$ cat config.mk
export PLATFORM = sky130hd
export DESIGN_NAME = music_player_ctrl
export DESIGN_NICKNAME = d
export VERILOG_FILES = /design/src/rtl/music_pkg.sv /design/src/rtl/song_index_counter.sv /design/src/rtl/music_player_ctrl.sv
export SDC_FILE = /design/constraint.sdc
export NUM_CORES = 1
export LEC_CHECK = 0
export CORE_MARGIN = 10
export CORE_UTILIZATION = 48
export DETAILED_ROUTE_END_ITERATION = 10
export PLACE_DENSITY = 0.78
export SETUP_SLACK_MARGIN = 0.05
export SLEW_MARGIN = 20
export SYNTH_ARGS = -nofsm -noshare
export SYNTH_HDL_FRONTEND = slang
export SYNTH_SLANG_ARGS = --single-unit
$ cat constraint.sdc
create_clock -name clk -period 1.9 [get_ports clk]
set_clock_uncertainty 0.2 [all_clocks]
set_input_delay 0.285 -clock clk [delete_from_list [all_inputs] [get_ports clk]]
set_output_delay 0.285 -clock clk [all_outputs]
set_load 0.01 [all_outputs]
$ cat src/rtl/music_pkg.sv
// Shared encodings for the music player controller: repeat modes and FSM states.
package music_pkg;

  localparam logic [1:0] REPEAT_NONE = 2'd0;
  localparam logic [1:0] REPEAT_ONE  = 2'd1;
  localparam logic [1:0] REPEAT_ALL  = 2'd2;

  typedef enum logic [1:0] {
    ST_PAUSED  = 2'd0,
    ST_PLAYING = 2'd1,
    ST_SWITCH  = 2'd2
  } state_e;

  // NONE -> ONE -> ALL -> NONE; the unused code 3 also falls back to NONE.
  function automatic logic [1:0] next_repeat(input logic [1:0] m);
    case (m)
      REPEAT_NONE: next_repeat = REPEAT_ONE;
      REPEAT_ONE:  next_repeat = REPEAT_ALL;
      default:     next_repeat = REPEAT_NONE;
    endcase
  endfunction

endpackage

$ cat src/rtl/song_index_counter.sv
// Modulo-NUM_SONGS up/down counter; load_zero wins over inc, inc over dec.
module song_index_counter #(
  parameter int NUM_SONGS = 4,
  parameter int SONG_W    = $clog2(NUM_SONGS)
) (
  input  logic              clk,
  input  logic              reset,
  input  logic              inc,
  input  logic              dec,
  input  logic              load_zero,
  output logic [SONG_W-1:0] index
);

  localparam logic [SONG_W-1:0] LAST = SONG_W'(NUM_SONGS - 1);

  always_ff @(posedge clk or negedge reset) begin
    if (!reset)         index <= '0;
    else if (load_zero) index <= '0;
    else if (inc)       index <= (index == LAST) ? '0 : index + 1'b1;
    else if (dec)       index <= (index == '0) ? LAST : index - 1'b1;
  end

endmodule

$ cat src/rtl/music_player_ctrl.sv
// Play/pause, song selection and repeat-mode controller; issues a multi-cycle
// player_reset pulse to song_reader/note_player whenever the song changes or restarts.
module music_player_ctrl
  import music_pkg::*;
#(
  parameter int NUM_SONGS    = 4,
  parameter int SONG_W       = $clog2(NUM_SONGS),
  parameter int RESET_CYCLES = 2
) (
  input  logic              clk,
  input  logic              reset,
  input  logic              play_button,
  input  logic              next_button,
  input  logic              prev_button,
  input  logic              mode_button,
  input  logic              song_done,
  output logic              play,
  output logic [SONG_W-1:0] current_song,
  output logic              player_reset,
  output logic [1:0]        repeat_mode
);

  localparam logic [3:0]        CNT_INIT = 4'(RESET_CYCLES - 1);
  localparam logic [SONG_W-1:0] LAST     = SONG_W'(NUM_SONGS - 1);

  state_e     state, state_nxt;
  logic       resume, resume_nxt;
  logic [3:0] cnt, cnt_nxt;
  logic       inc, dec, load_zero;

  song_index_counter #(.NUM_SONGS(NUM_SONGS), .SONG_W(SONG_W)) u_idx (
    .clk       (clk),
    .reset     (reset),
    .inc       (inc),
    .dec       (dec),
    .load_zero (load_zero),
    .index     (current_song)
  );

  always_ff @(posedge clk or negedge reset) begin
    if (!reset) begin
      state        <= ST_PAUSED;
      resume       <= 1'b0;
      cnt          <= '0;
      play         <= 1'b0;
      player_reset <= 1'b0;
      repeat_mode  <= REPEAT_NONE;
    end else begin
      state        <= state_nxt;
      resume       <= resume_nxt;
      cnt          <= cnt_nxt;
      play         <= (state_nxt == ST_PLAYING);
      player_reset <= (state_nxt == ST_SWITCH);
      if (mode_button) repeat_mode <= next_repeat(repeat_mode);
    end
  end

  // Only the highest-priority event acts: next > prev > song_done > play.
  always_comb begin
    state_nxt  = state;
    resume_nxt = resume;
    cnt_nxt    = cnt;
    inc        = 1'b0;
    dec        = 1'b0;
    load_zero  = 1'b0;
    case (state)
      ST_PAUSED, ST_PLAYING: begin
        if (next_button) begin
          inc        = 1'b1;
          resume_nxt = (state == ST_PLAYING);
          state_nxt  = ST_SWITCH;
          cnt_nxt    = CNT_INIT;
        end else if (prev_button) begin
          dec        = 1'b1;
          resume_nxt = (state == ST_PLAYING);
          state_nxt  = ST_SWITCH;
          cnt_nxt    = CNT_INIT;
        end else if (song_done && state == ST_PLAYING) begin
          state_nxt  = ST_SWITCH;
          cnt_nxt    = CNT_INIT;
          resume_nxt = 1'b1;
          case (repeat_mode)
            REPEAT_ONE: ;
            REPEAT_ALL: inc = 1'b1;
            default: begin
              if (current_song == LAST) begin
                load_zero  = 1'b1;
                resume_nxt = 1'b0;
              end else begin
                inc = 1'b1;
              end
            end
          endcase
        end else if (play_button) begin
          state_nxt = (state == ST_PLAYING) ? ST_PAUSED : ST_PLAYING;
        end
      end
      ST_SWITCH: begin
        if (cnt == '0) state_nxt = resume ? ST_PLAYING : ST_PAUSED;
        else           cnt_nxt   = cnt - 1'b1;
      end
      default: state_nxt = ST_PAUSED;
    endcase
  end

endmodule

==> load_flow_metrics.sql <==
INSERT INTO impl_metrics (metric_group, metric, value, unit) VALUES
('status', 'outcome', 'completed', ''),
('route', 'dr_total_vias', '645', ''),
('setup_path', 'rr_endpoint', 'u_idx.index[1]', ''),
('global_routing', 'grt_start_max_net_pins', '15', ''),
('cts', 'path_clk_slew', '0.08', 'ns'),
('yosys', 'synth_top_cell_by_area', 'sky130_fd_sc_hd__dfrtp_1', ''),
('finish', 'stdcell_area', '1030', 'um^2'),
('finish', 'layout.cells.non_filler', '114', ''),
('yosys', 'syn-mean-instance-area', '10.6', 'um^2'),
('yosys', 'yosys.cell_types.count', '31', ''),
('power', 'cellLeakagePower', '0.452', 'nW'),
('finish', 'flow.area_growth_from_synthesis', '30.0', '%'),
('setup_path', 'r2r.worst_path.cells', '5', ''),
('cts', 'insertion_delay', '0.27', 'ns'),
('yosys', 'postSynthRegisterBits', '13', ''),
('setup_path', 'start_kind', 'flip-flop', ''),
('die', 'die_area', '3680', 'um^2'),
('power', 'pwr_density_cell', '1430', 'nW/um^2'),
('finish', 'inserted_diodes', '0', ''),
('setup_path', 'crit_path_end_kind', 'flip-flop', ''),
('route', 'first_drt_pass_iteration_count', '4', ''),
('yosys', 'synth_async_sr_flop_share', '1.00', ''),
('die', 'core.rowCount', '14', ''),
('yosys', 'synthesis.area', '793', 'um^2'),
('die', 'standard_cell_core_area', '1540', 'um^2'),
('sta', 'slew_headroom', '0.607', ''),
('run', 'drv_cap', '0', ''),
('yosys', 'ys_top_cells_by_area', 'sky130_fd_sc_hd__dfrtp_1 41%, sky130_fd_sc_hd__ha_1 11%, sky130_fd_sc_hd__inv_1 3.3%, sky130_fd_sc_hd__o41ai_1 3.3%, sky130_fd_sc_hd__nand2b_1 3.2%', ''),
('setup_path', 'regToRegStartpoint', 'repeat_mode[0]', ''),
('setup_path', 'r2r_setup_slk', '0.12', 'ns'),
('sta', 'fin_crit_sh', '0.938', ''),
('die', 'design.portCount', '13', ''),
('setup_path', 'timing.critical_path.cells', 'inv_2 -> ha_4 -> nor2b_2 -> a211o_1 -> a221o_1', ''),
('die', 'die_h', '60.7', 'um'),
('global_routing', 'globalRouteOverflowTotal', '0', ''),
('die', 'floorplan.die.width', '60.7', 'um'),
('place', 'post-dp-hpwl', '1240', 'um'),
('route', 'drc', '0', ''),
('sta', 'rsz0062_at_grt', 'false', ''),
('route', 'postRouteAntennaNets', '0', ''),
('route', 'totalWireLength', '1630', 'um'),
('finish', 'proportion_of_layout_cells_with_a_drive_suffix_above_1', '0.194', ''),
('yosys', 'synth_enable_flop_cells', '0', ''),
('route', 'detail_route.wl_per_cell', '14.3', 'um'),
('place', 'port_buffers', '12', ''),
('yosys', 'yosys_warnings', '0', ''),
('yosys', 'synth_largest_type_area_fraction', '0.410', ''),
('global_routing', 'global_route.usage.total', '0.101', ''),
('min_path', 'holdCritPathClass', 'in2async', ''),
('finish', 'layout.nets', '113', ''),
('cts', 'clock-root-buffer', 'sky130_fd_sc_hd__clkbuf_4', ''),
('cts', 'post_cts_hold_buffer_count', '0', ''),
('place', 'placement.cell_area', '975', 'um^2'),
('sta', 'tightestPinTransition', '0.587', 'ns'),
('power', 'report.power.total', '1.47', 'mW'),
('sta', 'maxClockFrequency', '561', 'MHz'),
('power', 'vdd.ir_drop.worst', '0.857', 'mV'),
('yosys', 'post_synth_most_frequent_cells', '13 x sky130_fd_sc_hd__dfrtp_1, 7 x sky130_fd_sc_hd__ha_1, 7 x sky130_fd_sc_hd__inv_1', ''),
('setup_path', 'critical-path-slowest-cell', 'sky130_fd_sc_hd__dfrtp_1', ''),
('setup_path', 'critical_path_required', '1.86', 'ns'),
('yosys', 'synthFlopType', 'sky130_fd_sc_hd__dfrtp_1', ''),
('global_routing', 'grt_first_pass_wirelength', '2900', 'um'),
('yosys', 'syn_inst', '75', ''),
('die', 'start_util', '0.515', ''),
('cts', 'cts.sink_count', '13', ''),
('sta', 'fin_setup_tns', '0', 'ns'),
('yosys', 'syn_nets', '89', ''),
('sta', 'timing.final.setup_violations', '0', ''),
('setup_path', 'critical-path-max-stage-delay', '0.39', 'ns'),
('route', 'post_drt_via_cell_ratio', '5.66', ''),
('global_routing', 'vias_in_the_first_global_route', '638', '');
## cell usage in the layout, fill, tap and decap left out, drive strengths merged, types with 2 or more instances in the layout
cell type	instances
dfrtp	13
a221o	2
nand3b	2
o31ai	2
clkbuf	4
nor2	6
o21ai	3
clkdlybuf4s50	12
ha	7
mux2	2
nand2b	4
nor3	2
nand2	2
nor2b	2
nor3b	3
o221ai	2
o41ai	3
buf	9
inv	7
o22ai	2
## cells by family (layout without fill, tap and decap cells)
kind of cell | Yosys count | in the layout | share of synthesized area
and+or+nand+nor | 24 | 24 | 0.185
AOI/OAI and AO/OA | 19 | 19 | 0.207
DFF | 13 | 13 | 0.410
buffers and inverters | 9 | 32 | 0.0473
adders and majority gates | 7 | 7 | 0.110
muxes | 3 | 3 | 0.0410
## through the flow
| step | util | setup WS [ns] |
|---|---|---|
| floorplan | - | 0.0540 |
| global placement | 0.632 | -0.00757 |
| detailed placement | 0.632 | -0.0431 |
| CTS | 0.659 | 0.0827 |
| global route | 0.669 | 0.0636 |
| finish | 0.669 | 0.117 |
## flip-flops by register name, indices dropped and copies added (netlist names)
signal / flops
player_reset: 1
cnt: 4
u_idx.index: 2
resume: 1
repeat_mode: 2
state: 2
play: 1
## layer usage
| layer | GRT usage | wire length, um | vias up |
|---|---|---|---|
| li1 | - | - | 324 |
| met1 | 0.121 | 790 | 308 |
| met2 | 0.162 | 739 | 11 |
| met3 | 0.0480 | 96 | 2 |
| met4 | 0.0188 | 5 | 0 |
| met5 | 0 | 0 | - |
## where the power goes
part | leakage, nW | switching (mW) | total (mW) | internal, mW
sequential | 0.162 | 0.139 | 0.532 | 0.394
clock | 0.0150 | 0.0834 | 0.165 | 0.0813
combinational | 0.275 | 0.350 | 0.776 | 0.427
## what timing repair did
item,CTS,global route
cloned,0,0
endpoints found under the setup margin,2,2
gates resized for setup,1,2
buffers inserted,2,0
pin swaps,1,0
## layout make-up
type	count	area (um^2)
inverters	7	26.3
flip-flops and latches	13	325
multi-input cells	53	445
fillers	129	510
clock buffers	4	26.3
repair buffers	21	188
well taps	16	20.0
## worst max-delay path by stage
| stage | start | endpoint | cells after the start |
|---|---|---|---|
| 2_1_floorplan | repeat_mode[0] | u_idx.index[1] | 5 |
| 3_3_place_gp | next_button | u_idx.index[1] | 4 |
| 3_5_place_dp | next_button | u_idx.index[1] | 4 |
| 4_1_cts | repeat_mode[0] | u_idx.index[1] | 5 |
| 5_1_grt | repeat_mode[1] | repeat_mode[1] | 2 |
| 6_report | repeat_mode[0] | u_idx.index[1] | 5 |
## critical path: cells and delay by family, from the launching register on
family / cells / cell delay (ns)
and+or+nand+nor: 1 / 0.16
AOI/OAI and AO/OA: 2 / 0.62
DFF: 1 / 0.39
adders and majority gates: 1 / 0.20
buffers and inverters: 1 / 0.09
No activity file was read; power rests on OpenSTA's default activity.
